## config.mk

```make
export PLATFORM = sky130hd
export DESIGN_NAME = multiply_unit
export DESIGN_NICKNAME = d
export VERILOG_FILES = /design/src/rtl/mips_pkg.sv /design/src/rtl/multiply_unit.sv
export SDC_FILE = /design/constraint.sdc
export NUM_CORES = 1
export LEC_CHECK = 0
export ABC_CLOCK_PERIOD_IN_PS = 7200
export BUFFER_PORTS_ARGS = -buffer_cell sky130_fd_sc_hd__buf_2
export CORE_MARGIN = 2
export CORE_UTILIZATION = 45
export CTS_BUF_LIST = sky130_fd_sc_hd__clkbuf_4
export DETAILED_ROUTE_END_ITERATION = 12
export PLACE_DENSITY = 0.76
export SKIP_CTS_REPAIR_TIMING = 1
export SLEW_MARGIN = 20
export SYNTH_ARGS = -nofsm -noshare
export SYNTH_HDL_FRONTEND = slang
export SYNTH_SLANG_ARGS = --single-unit
```

## constraint.sdc

```tcl
create_clock -name clk -period 7.2 [get_ports clk]
set_input_delay 0.72 -clock clk [delete_from_list [all_inputs] [get_ports clk]]
set_output_delay 0.72 -clock clk [all_outputs]
set_load 0.03 [all_outputs]
```

## src/rtl/mips_pkg.sv

```systemverilog
// Shared MIPS core definitions: multiply-unit FSM encoding and the R-type
// funct codes that drive the HI/LO datapath.
package mips_pkg;

  typedef enum logic [1:0] {
    IDLE = 2'd0,
    RUN  = 2'd1,
    DONE = 2'd2
  } mul_state_t;

  localparam logic [5:0] FUNCT_MULTU = 6'b011001;
  localparam logic [5:0] FUNCT_MFHI  = 6'b010000;
  localparam logic [5:0] FUNCT_MFLO  = 6'b010010;

endpackage

```

## src/rtl/multiply_unit.sv

```systemverilog
// Unsigned radix-2 shift-add multiplier for multu; one multiplier bit per
// cycle, product published to hi/lo only when the full run completes.
module multiply_unit
  import mips_pkg::*;
#(
  parameter int WIDTH = 32
) (
  input  logic             clk,
  input  logic             reset,
  input  logic             start,
  input  logic [WIDTH-1:0] srca,
  input  logic [WIDTH-1:0] srcb,
  output logic             busy,
  output logic             done,
  output logic [WIDTH-1:0] hi,
  output logic [WIDTH-1:0] lo,
  output mul_state_t       state_dbg
);

  localparam int CW = $clog2(WIDTH) + 1;
  localparam logic [CW-1:0] LAST = CW'(WIDTH - 1);

  // Handshake: start is sampled only in IDLE or DONE; busy is high for the
  // WIDTH RUN cycles; done pulses for one cycle as hi/lo take the product.

  mul_state_t           state;
  logic [WIDTH-1:0]     mcand;
  logic [2*WIDTH:0]     acc;
  logic [CW-1:0]        cnt;
  logic [WIDTH:0]       upper_sum;
  logic [2*WIDTH:0]     acc_step;
  logic                 accept;

  // acc = {carry, upper half, multiplier/lower half}; the low bit is always
  // the current multiplier bit, and the top bit is zero before every add.
  always_comb begin
    upper_sum = acc[2*WIDTH:WIDTH];
    if (acc[0]) upper_sum = acc[2*WIDTH:WIDTH] + {1'b0, mcand};
    acc_step = {1'b0, upper_sum, acc[WIDTH-1:1]};
  end

  assign accept    = start && (state == IDLE || state == DONE);
  assign state_dbg = state;

  always_ff @(posedge clk or posedge reset) begin
    if (reset) begin
      state <= IDLE;
      mcand <= '0;
      acc   <= '0;
      cnt   <= '0;
      busy  <= 1'b0;
      done  <= 1'b0;
      hi    <= '0;
      lo    <= '0;
    end else begin
      done <= 1'b0;
      if (accept) begin
        mcand <= srca;
        acc   <= {{(WIDTH + 1){1'b0}}, srcb};
        cnt   <= '0;
        busy  <= 1'b1;
        state <= RUN;
      end else begin
        case (state)
          RUN: begin
            acc <= acc_step;
            cnt <= cnt + CW'(1);
            if (cnt == LAST) begin
              hi    <= acc_step[2*WIDTH-1:WIDTH];
              lo    <= acc_step[WIDTH-1:0];
              done  <= 1'b1;
              busy  <= 1'b0;
              state <= DONE;
            end
          end
          DONE:    state <= IDLE;
          IDLE:    state <= IDLE;
          default: state <= IDLE;
        endcase
      end
    end
  end

endmodule

```

==> results of run 1 <==
worst reg2reg max path, stage by stage (launching register included):
cell	delay, ns
dfrtp_1	0.44
ha_1	0.26
nand4_1	0.11
nor2_1	0.06
nand2_2	0.06
buf_4	0.61
inv_2	0.66
and3_1	0.42
a21oi_1	0.11
o21ai_0	0.09
cell usage after synthesis (2+ instances only):
master    number
ha_1          33
o21bai_1       3
nand2b_1       4
o21ai_0       61
o221ai_1       4
clkbuf_2       2
mux2i_1       17
and2_1         2
nor4_1         3
a41oi_1        2
nand4_1       12
xnor2_1       15
a211oi_1       4
buf_2          8
a31o_2         3
a22oi_1       30
nor2_1        39
inv_1         13
buf_1          6
dfrtp_1      170
o21a_1         6
o311ai_0       2
and3_1         5
a21o_1         8
o31ai_1        3
a21oi_1       51
nand3_1       17
o211ai_1       3
a32oi_1        2
nor3_1         9
mux2_2         3
or3_1          2
nor2b_1        5
nand2_1      324
a31oi_1        7
clkbuf_1      42
xor2_1         8
o21ai_1        4
a22o_1         5
area by class of cell:
class                   instances  area share (%)
clock buffers                  17            1.31
diodes                          1          0.0258
clock inverters                15            2.22
multi-input cells             721            41.6
well taps                     234            3.01
repair buffers                141            7.45
flip-flops and latches        170            43.8
inverters                      13           0.580
worst paths after layout:
check	to	cells past startpoint	slack, ns
min reg2reg	lo[18]	2	0.49
min in group clk	mcand[18]	3	0.28
min	lo[7]	2	0.19
max	hi[24]	9	4.30
max reg2reg	hi[24]	9	4.30
max in group asynchronous	acc[47]	3	5.77
cell families (layout without fill, tap and decap cells):
kind of cell / after synthesis / in the layout
AO/OA/AOI/OAI: 215 / 215
flip-flops: 170 / 170
multiplexers: 21 / 21
AND/OR/NAND/NOR: 428 / 428
buffers and inverters: 71 / 186
XOR/XNOR: 23 / 23
adder cells (fa/ha/maj): 34 / 34
other: 0 / 1
through the flow:
step / util (%) / setup WS (ns)
after CTS: 52.0 / 4.29
after floorplan: - / 1.88
after detailed placement: 50.2 / 4.32
after global routing: 52.1 / 4.02
after global placement: 50.2 / 4.40
final: 52.1 / 4.30
sequential cells by signal, indices dropped and copies added, names as in the netlist:
signal and count:
hi 32, lo 32, state_dbg 2, busy 1
acc 64, mcand 32, done 1, cnt 6
per-layer routing:
layer  global-route usage (%)  part of all wire [%]
met1                     29.1                    47
met2                     33.9                    47
met3                     5.70                   5.5
met4                     5.11                  0.85
met5                        0                 0.063
cell usage in the layout (no fill, tap or decap), types with 3 or more instances in the layout:
master    instances
nand2_1         323
dfrtp_1         170
buf_2           134
o21ai_0          61
a21oi_1          51
nor2_1           38
ha_1             33
a22oi_1          30
nand3_1          17
mux2i_1          17
clkbuf_4         17
xnor2_1          15
nand4_1          12
inv_1            11
nor3_1            9
a21o_1            8
xor2_1            8
a31oi_1           7
buf_4             7
o21a_1            6
clkinv_8          6
and3_1            5
a22o_1            5
inv_8             5
o21ai_1           4
o221ai_1          4
a211oi_1          4
o31ai_1           3
nor4_1            3
nor2b_1           3
a31o_2            3
nand2b_1          3
mux2_2            3
o211ai_1          3
o21bai_1          3
power breakdown:
part	internal, mW	total (mW)	switching (mW)	leakage, nW
registers	1.34	1.62	0.284	2.16
logic	0.959	2.47	1.51	2.63
clock network	0.204	0.629	0.425	0.178
==> results.py, run 1 <==
metrics = {
    "synth": {
        "synth_area_um2": 8540,
        "synth_area_leaders": "dfrtp_1, nand2_1, ha_1, o21ai_0, a21oi_1",
        "avgSynthCellArea_um2": 8.88,
        "synthAdderAreaFrac_pct": 5.07,
        "synth-edff-count": 0,
        "syn_inst": 962,
        "syn_nets": 1063,
        "synthMuxAreaShare_pct": 2.56,
        "synthSimpleGateAreaFrac_pct": 20.5,
        "synth_top_family_by_area": "simple AND/OR/NAND/NOR gates",
        "ys.flop_type": "dfrtp_1",
        "ys_warn_count": 0,
        "synth_compound_gate_area_share_pct": 16.4,
        "synth_cell_types": 64,
        "yosysTopAreaCellShare_pct": 49.8,
        "ys_ff_latch": 170,
        "ys_seq_area_share_pct": 49.8,
        "synth_xor_area_share_pct": 2.36,
        "synth_area_leader_cell": "dfrtp_1",
        "postSynth.asyncResetShare_pct": 100,
    },
    "clock_network": {
        "cts_tree": "built",
        "clock_latency_ns": 0.62,
        "clock_sink_count": 170,
        "cts_root_buffer": "clkbuf_4",
        "htree_levels": 4,
        "numCtsBuffers": 17,
        "clk_pin_slew_ns": 0.19,
        "clk_path_buf_depth": 2,
    },
    "floorplanning": {
        "fp.dieW_um": 142,
        "die_h_um": 142,
        "row_count": 50,
        "start_util_pct": 45.8,
        "ioPinCount": 135,
        "dieArea_um2": 20100,
        "core_um2": 18600,
    },
    "worst_setup_path": {
        "worst-path-buf-inv": 2,
        "cp-start-kind": "flop",
        "critical-path-slowest-cell": "inv_2",
        "cp-end-kind": "flop",
        "worstPathMaxFanout": 75,
        "cpPeakStageDelay_ns": 0.64,
        "crit_start": "cnt[0]",
        "critPathArrivalTime_ns": 3.41,
        "cp_top_family": "buffers and inverters",
        "worstPathRequired_ns": 7.71,
        "timing.rr.start": "cnt[0]",
        "path_class": "reg2reg",
        "cp_cell_sequence": "ha_1 > nand4_1 > nor2_1 > nand2_2 > buf_4 > inv_2 > and3_1 > a21oi_1 > o21ai_0",
    },
    "sta": {
        "skew_ns": 0.0288,
        "setup_viol": 0,
        "rsz0062_at_grt": "false",
        "min_period_ns": 2.90,
        "tightest_slew_ns": 1.08,
        "final_hold_viol_count": 0,
        "period_share_pct": 40.3,
        "slew_violations": 0,
        "max_freq_mhz": 345,
        "setup-tns-final_ns": 0,
        "hold-worst-slack_ns": 0.194,
        "slew_headroom_pct": 28.0,
    },
    "routing": {
        "ant_nets": 0,
        "drt_iter0_markers": 573,
        "num_vias": 7186,
        "wl_um": 20600,
        "drc_errors": 0,
        "wire_per_inst_um": 15.7,
        "dr.pass1.iters": 5,
        "avgViaCountPerCell": 5.48,
    },
    "global_route": {
        "grt_pass1_vias": 6885,
        "grt_first_pass_wirelength_um": 34100,
        "antenna_found_initial": 2,
        "grt_max_degree": 115,
        "grt_use_total_pct": 21.2,
        "grt_overflow_total": 0,
    },
    "final_layout": {
        "fin_cells": 1312,
        "nets": 1165,
        "synthToLayoutAreaGrowth_pct": 13.7,
        "final_area_um2": 9710,
        "final-seq-area_um2": 4250,
        "multi_input_area_um2": 4040,
        "drive_gt1_share_pct": 18.5,
        "fillers": 1764,
    },
    "power": {
        "leakagePower_nw": 4.97,
        "finalPower_mw": 4.72,
        "p_per_area_nw_per_um2": 486,
        "ir_drop_uv": 179,
    },
    "placed_design": {
        "gp_congestion": 0.848,
        "dpl.hpwl_um": 13600,
        "dp_cells": 1279,
        "placed_area_um2": 9360,
        "port_buffers": 134,
    },
    "hold_path": {
        "hold_path.class": "in2async",
    },
    "job": {
        "drv_cap": 0,
    },
    "status": {
        "status": "finished, final reports clean",
    },
}
No activity file was read; power rests on OpenSTA's default activity.
==> run 2: changes to the inputs <==
ABC_CLOCK_PERIOD_IN_PS = 2500   (was 7200)
PLACE_DENSITY = 0.78   (was 0.76)
clock period = 2.5 ns   (was 7.2 ns; I/O delays follow)
==> run 2 against run 1 <==
Non-clock buffer count rose by 107. Power grew to 3.1 times the previous value. Sequential cell count unchanged. Critical path type unchanged. Setup slack got worse by 4.5 ns. Clock power grew to 2.5 times the previous value. The run now ends with negative setup slack left. Cell count up 8.3%. Count of clock-buffer cells in the layout unchanged.
==> results.py, run 2 (synthesis results as in run 1) <==
metrics = {
    "floorplanning": {
        "ioPinCount": 135,
        "core_um2": 18600,
        "row_count": 50,
        "dieArea_um2": 20100,
        "start_util_pct": 45.8,
        "fp.dieW_um": 142,
        "die_h_um": 142,
    },
    "sta": {
        "skew_ns": 0.0203,
        "rsz0062_at_grt": "true",
        "max_freq_mhz": 376,
        "period_share_pct": 106,
        "fin_ws_ns": -0.157,
        "setup_viol": 13,
        "hold-worst-slack_ns": 0.0362,
        "slew_violations": 0,
        "slew_headroom_pct": 60.2,
        "final_hold_viol_count": 0,
        "setup-tns-final_ns": -1.09,
        "tightest_slew_ns": 0.596,
        "min_period_ns": 2.66,
    },
    "final_layout": {
        "largest-register": "acc",
        "multi_input_area_um2": 4170,
        "synthToLayoutAreaGrowth_pct": 26.4,
        "drive_gt1_share_pct": 22.0,
        "largest_register_ffs": 64,
        "final_cell_mix": "nand2_1, dfrtp_1, buf_2, dlygate4sd3_1, o21ai_0",
        "final_area_um2": 10800,
        "final-seq-area_um2": 4250,
        "final_common_cell": "nand2_1",
        "nets": 1272,
        "fillers": 1628,
    },
    "worst_setup_path": {
        "r2r_slack_ns": -0.16,
        "path_class": "reg2reg",
        "r2r_end": "hi[27]",
        "cp-start-kind": "flop",
        "worstPathMaxFanout": 4,
        "worstPathRequired_ns": 3.00,
        "timing.rr.start": "mcand[0]",
        "cp-end-kind": "flop",
        "r2r_cells": 10,
        "critPathArrivalTime_ns": 3.16,
    },
    "clock_network": {
        "clock_latency_ns": 0.60,
        "numCtsBuffers": 17,
        "clk_path_buf_depth": 2,
        "clock_sink_count": 170,
        "cts_tree": "built",
        "clk_pin_slew_ns": 0.16,
        "cts_root_buffer": "clkbuf_4",
        "htree_levels": 4,
    },
    "routing": {
        "wire_per_inst_um": 15.7,
        "ant_nets": 0,
        "avgViaCountPerCell": 5.36,
        "dr.pass1.iters": 5,
        "drt_iter0_markers": 506,
        "num_vias": 7623,
        "wl_um": 22300,
        "drc_errors": 0,
    },
    "status": {
        "status": "finished with violations",
        "violations": "negative setup slack",
    },
    "global_route": {
        "antenna_found_initial": 1,
        "met3_usage_pct": 5.16,
        "met1_usage_pct": 29.0,
        "grt_pass1_vias": 7202,
        "top_usage_layer": "met2",
        "grtUsageMet2_pct": 36.2,
        "grt_overflow_total": 0,
        "grt_first_pass_wirelength_um": 35400,
        "grt_use_total_pct": 21.9,
        "grt_max_degree": 108,
    },
    "placed_design": {
        "port_buffers": 134,
        "dpl.hpwl_um": 14700,
        "gp_congestion": 0.905,
        "post-place-ws_ns": -0.172,
        "placed_area_um2": 9670,
    },
    "job": {
        "drv_cap": 0,
    },
    "hold_path": {
        "hp-start": "start",
        "hold_path.class": "in2reg",
        "min_path_cells": 3,
        "holdPathEnd": "state_dbg[0]",
    },
    "power": {
        "leakagePower_nw": 5.43,
        "p_per_area_nw_per_um2": 1350,
        "ir_drop_uv": 569,
        "finalPower_mw": 14.5,
    },
}
run 2: changes by cell type in the layout (fill, tap and decap cells not counted), moves of 3 or more:
| cell | delta |
|---|---|
| dlygate4sd3_1 | +65 |
| buf_4 | +37 |
| ha_1 | -8 |
| o21ai_0 | -7 |
| o21ai_1 | +6 |
| buf_12 | +4 |
| clkinv_8 | -4 |
| ha_2 | +4 |
| ha_4 | +4 |
| a21oi_1 | -3 |
| a21oi_2 | +3 |
| inv_6 | +3 |
run 2: stage by stage:
step	util [%]	instances
floorplan	-	962
global placement	51.9	1314
detailed placement	51.9	1314
CTS	53.4	1346
global route	57.9	1420
finish	57.9	1421
run 2: per-layer routing:
| layer | share of wire, % | vias to the layer above |
|---|---|---|
| met5 | 0 | - |
| met4 | 1.8 | 0 |
| met3 | 4.5 | 38 |
| met2 | 49 | 197 |
| met1 | 45 | 3662 |
| li1 | - | 3726 |
run 2: cell type report:
class	count	area share (%)
Antenna cell	3	0.0696
Clock buffer	17	1.18
Clock inverter	15	1.38
Inverter	13	0.487
Multi-Input combinational cell	721	38.6
Sequential cell	170	39.4
Tap cell	234	2.71
Timing Repair Buffer	248	16.1
run 2: how the worst max path moves through the flow:
stage,from,to,slack (ns),cells past startpoint
floorplan,mcand[0],hi[27],0.009,10
global placement,mcand[0],hi[27],-0.13,10
detailed placement,mcand[0],hi[27],-0.17,10
CTS,mcand[0],hi[27],-0.20,10
global route,mcand[0],acc[51],-0.26,11
finish,mcand[0],hi[27],-0.16,10
run 2: power by group:
| group | switching (mW) | internal, mW |
|---|---|---|
| registers | 0.843 | 3.85 |
| logic | 4.74 | 3.51 |
| clock network | 1.13 | 0.454 |
| total | 6.72 | 7.82 |
run 2: worst max-delay path, stage by stage (launching register included):
cell and delay, ns:
dfrtp_1 0.42, ha_2 0.21, fa_2 0.35, a211oi_2 0.28, o211ai_2 0.15, a41oi_4 0.31, nor4_2 0.08, nor2_2 0.18
nand3_1 0.10, a31o_1 0.23, mux2_4 0.25
==> run 3: changes to the inputs <==
ABC_AREA = 1   (was not set)
SKIP_LAST_GASP = 1   (was not set)
==> run 3 against run 2 <==
The run now ends clean. Sequential share of layout area is 1.8 points lower. Count of clock-buffer cells in the layout rose by 1. Clock skew grew 0.0049 ns. Cell count grew 22%. Setup slack gained 0.38 ns. Core utilization shrank 2.4 points. Critical path depth shrank 1. First-iteration DRC count increased by 38%. Die area rose by 9.6%. Register-to-register slack improved by 0.38 ns. Power increased by 17%. Combinational power rose by 25%. Critical path type unchanged. Critical endpoint is now hi[7].
==> results.py, run 3 <==
metrics = {
    "status": {
        "status": "finished, final reports clean",
    },
    "worst_setup_path": {
        "critPathArrivalTime_ns": 2.74,
        "worstPathMaxFanout": 4,
        "worstPathRequired_ns": 2.96,
        "path_class": "reg2reg",
        "critical-path-slowest-cell": "fa_1",
        "cpPeakStageDelay_ns": 0.46,
        "cp-start-kind": "flop",
        "cp_top_family": "adder cells",
        "cp_cell_sequence": "ha_1 > fa_1 > nand3_1 > nand3_1 > a21oi_2 > xor2_1 > nand2_1 > o21ai_0 > o21ai_1",
        "crit_top_cell": "nand3_1",
        "cp-end-kind": "flop",
        "worst-path-buf-inv": 0,
    },
    "synth": {
        "synth_area_leaders": "dfrtp_1, nand2_1, inv_1, ha_1, nand3_1",
        "syn_inst": 1256,
        "ys_ff_latch": 170,
        "postSynth.asyncResetShare_pct": 100,
        "synth_cell_types": 40,
        "synth-edff-count": 0,
        "synth_area_leader_cell": "dfrtp_1",
        "synthTopCellsByCount": "nand2_1, inv_1, dfrtp_1, nand3_1, o21ai_0",
        "ys.flop_type": "dfrtp_1",
        "ys_seq_area_share_pct": 45.3,
        "ys_warn_count": 0,
        "synth_area_um2": 9390,
        "avgSynthCellArea_um2": 7.47,
        "yosysTopAreaCellShare_pct": 45.3,
        "yosysMostFrequentCell": "nand2_1",
        "syn_nets": 1357,
    },
    "job": {
        "drv_cap": 0,
    },
    "final_layout": {
        "drive_gt1_share_pct": 15.3,
        "final_common_cell": "nand2_1",
        "largest_register_ffs": 64,
        "synthToLayoutAreaGrowth_pct": 20.3,
        "final_cell_mix": "nand2_1, inv_1, dfrtp_1, buf_2, nand3_1",
        "largest-register": "acc",
        "nets": 1548,
    },
    "floorplanning": {
        "row_count": 52,
        "die_h_um": 148,
        "dieArea_um2": 22000,
        "fp.dieW_um": 148,
        "start_util_pct": 46.1,
        "core_um2": 20400,
        "ioPinCount": 135,
    },
    "routing": {
        "ant_nets": 0,
        "wl_um": 26400,
        "wire_per_inst_um": 15.2,
        "dr.pass1.iters": 6,
        "drt_iter0_markers": 698,
        "drc_errors": 0,
        "num_vias": 8836,
        "avgViaCountPerCell": 5.10,
    },
    "global_route": {
        "grt_pass1_vias": 8195,
        "antenna_found_initial": 1,
        "grt_use_total_pct": 24.0,
        "grt_overflow_total": 0,
        "grt_first_pass_wirelength_um": 41800,
        "grt_max_degree": 56,
    },
    "sta": {
        "hold-worst-slack_ns": 0.261,
        "period_share_pct": 91.3,
        "slew_violations": 0,
        "max_freq_mhz": 438,
        "min_period_ns": 2.28,
        "tightest_slew_ns": 0.931,
        "setup_viol": 0,
        "skew_ns": 0.0252,
        "setup-tns-final_ns": 0,
        "slew_headroom_pct": 37.9,
        "rsz0062_at_grt": "false",
        "final_hold_viol_count": 0,
    },
    "hold_path": {
        "hold_path.class": "in2async",
    },
    "clock_network": {
        "cts_tree": "built",
        "clk_path_buf_depth": 2,
        "clock_sink_count": 170,
        "cts_root_buffer": "clkbuf_4",
        "clk_pin_slew_ns": 0.17,
        "htree_levels": 4,
        "clock_latency_ns": 0.61,
        "numCtsBuffers": 17,
    },
    "placed_design": {
        "dpl.hpwl_um": 18600,
        "gp_congestion": 0.966,
        "port_buffers": 134,
    },
    "power": {
        "ir_drop_uv": 771,
        "p_per_area_nw_per_um2": 1510,
        "leakagePower_nw": 6.13,
    },
}
## run 3: changes by cell type after synthesis, moves of 10 or more
| cell | previous run | this run |
|---|---|---|
| or2_2 | 0 | 16 |
| a22oi_1 | 30 | 0 |
| a21oi_1 | 51 | 16 |
| mux2i_1 | 17 | 0 |
| o221ai_1 | 4 | 31 |
| nand3_1 | 17 | 78 |
| inv_1 | 13 | 180 |
| xnor2_1 | 15 | 5 |
| nand2_1 | 324 | 510 |
| nand4_1 | 12 | 1 |
| clkbuf_1 | 42 | 18 |
## run 3: through the flow
step	setup WS [ns]	std cells	instance area, um^2	power [mW]	util [%]
finish	0.218	1731	11300	17.0	55.5
global route	0.0318	1731	11300	18.6	55.5
CTS	0.231	1665	10600	16.9	52.3
detailed placement	0.277	1633	10300	15.1	50.7
global placement	0.315	1633	10300	14.8	50.7
floorplan	0.0813	1256	9390	12.4	-
## run 3: final timing paths
path                                from         to  slack (ns)  depth (start not counted)
worst min-delay path               reset    acc[17]        0.26                          3
max in group asynchronous          reset  mcand[20]        1.51                          4
worst max register to register  mcand[0]      hi[7]        0.22                          9
worst max-delay path            mcand[0]      hi[7]        0.22                          9
worst min register to register    hi[25]     hi[25]        0.50                          2
min in group clk                   start       busy        0.26                          4
## run 3: routing by layer
layer  share of wire [%]  GRT usage, %
met3                 7.5          6.13
met4                 1.8          6.33
met2                  46          37.3
met1                  45          33.6
met5                   0             0
## run 3: area by class of cell
type                            count  area, um^2
Timing Repair Buffer              214        1480
Clock inverter                     14         179
Clock buffer                       18         135
Multi-Input combinational cell    861        4210
Sequential cell                   170        4250
Fill cell                        1918        9070
Antenna cell                        1        2.50
Inverter                          183         692
Tap cell                          270         338
## run 3: worst register-to-register path: cells and delay by family (launching register included)
kind / cells / cell delay [ns]
flops: 1 / 0.41
compound gates: 3 / 0.49
simple gates: 3 / 0.34
fa+ha+maj: 2 / 0.73
xor+xnor: 1 / 0.17
## run 3: logic make-up (layout without fill, tap and decap cells)
family / after synthesis / count (layout) / synth area share (%)
buffers and inverters: 225 / 429 / 9.82
AND/OR/NAND/NOR: 682 / 682 / 30.1
XOR/XNOR: 13 / 13 / 1.21
adder cells (fa/ha/maj): 34 / 34 / 4.61
flip-flops: 170 / 170 / 45.3
other: 0 / 1 / 0
AO/OA/AOI/OAI: 132 / 132 / 8.89
## run 3: report_power, final
group	total (mW)	switching, mW	internal (mW)
logic	10.3	6.85	3.45
clock network	1.78	1.13	0.651
registers	4.95	0.870	4.08
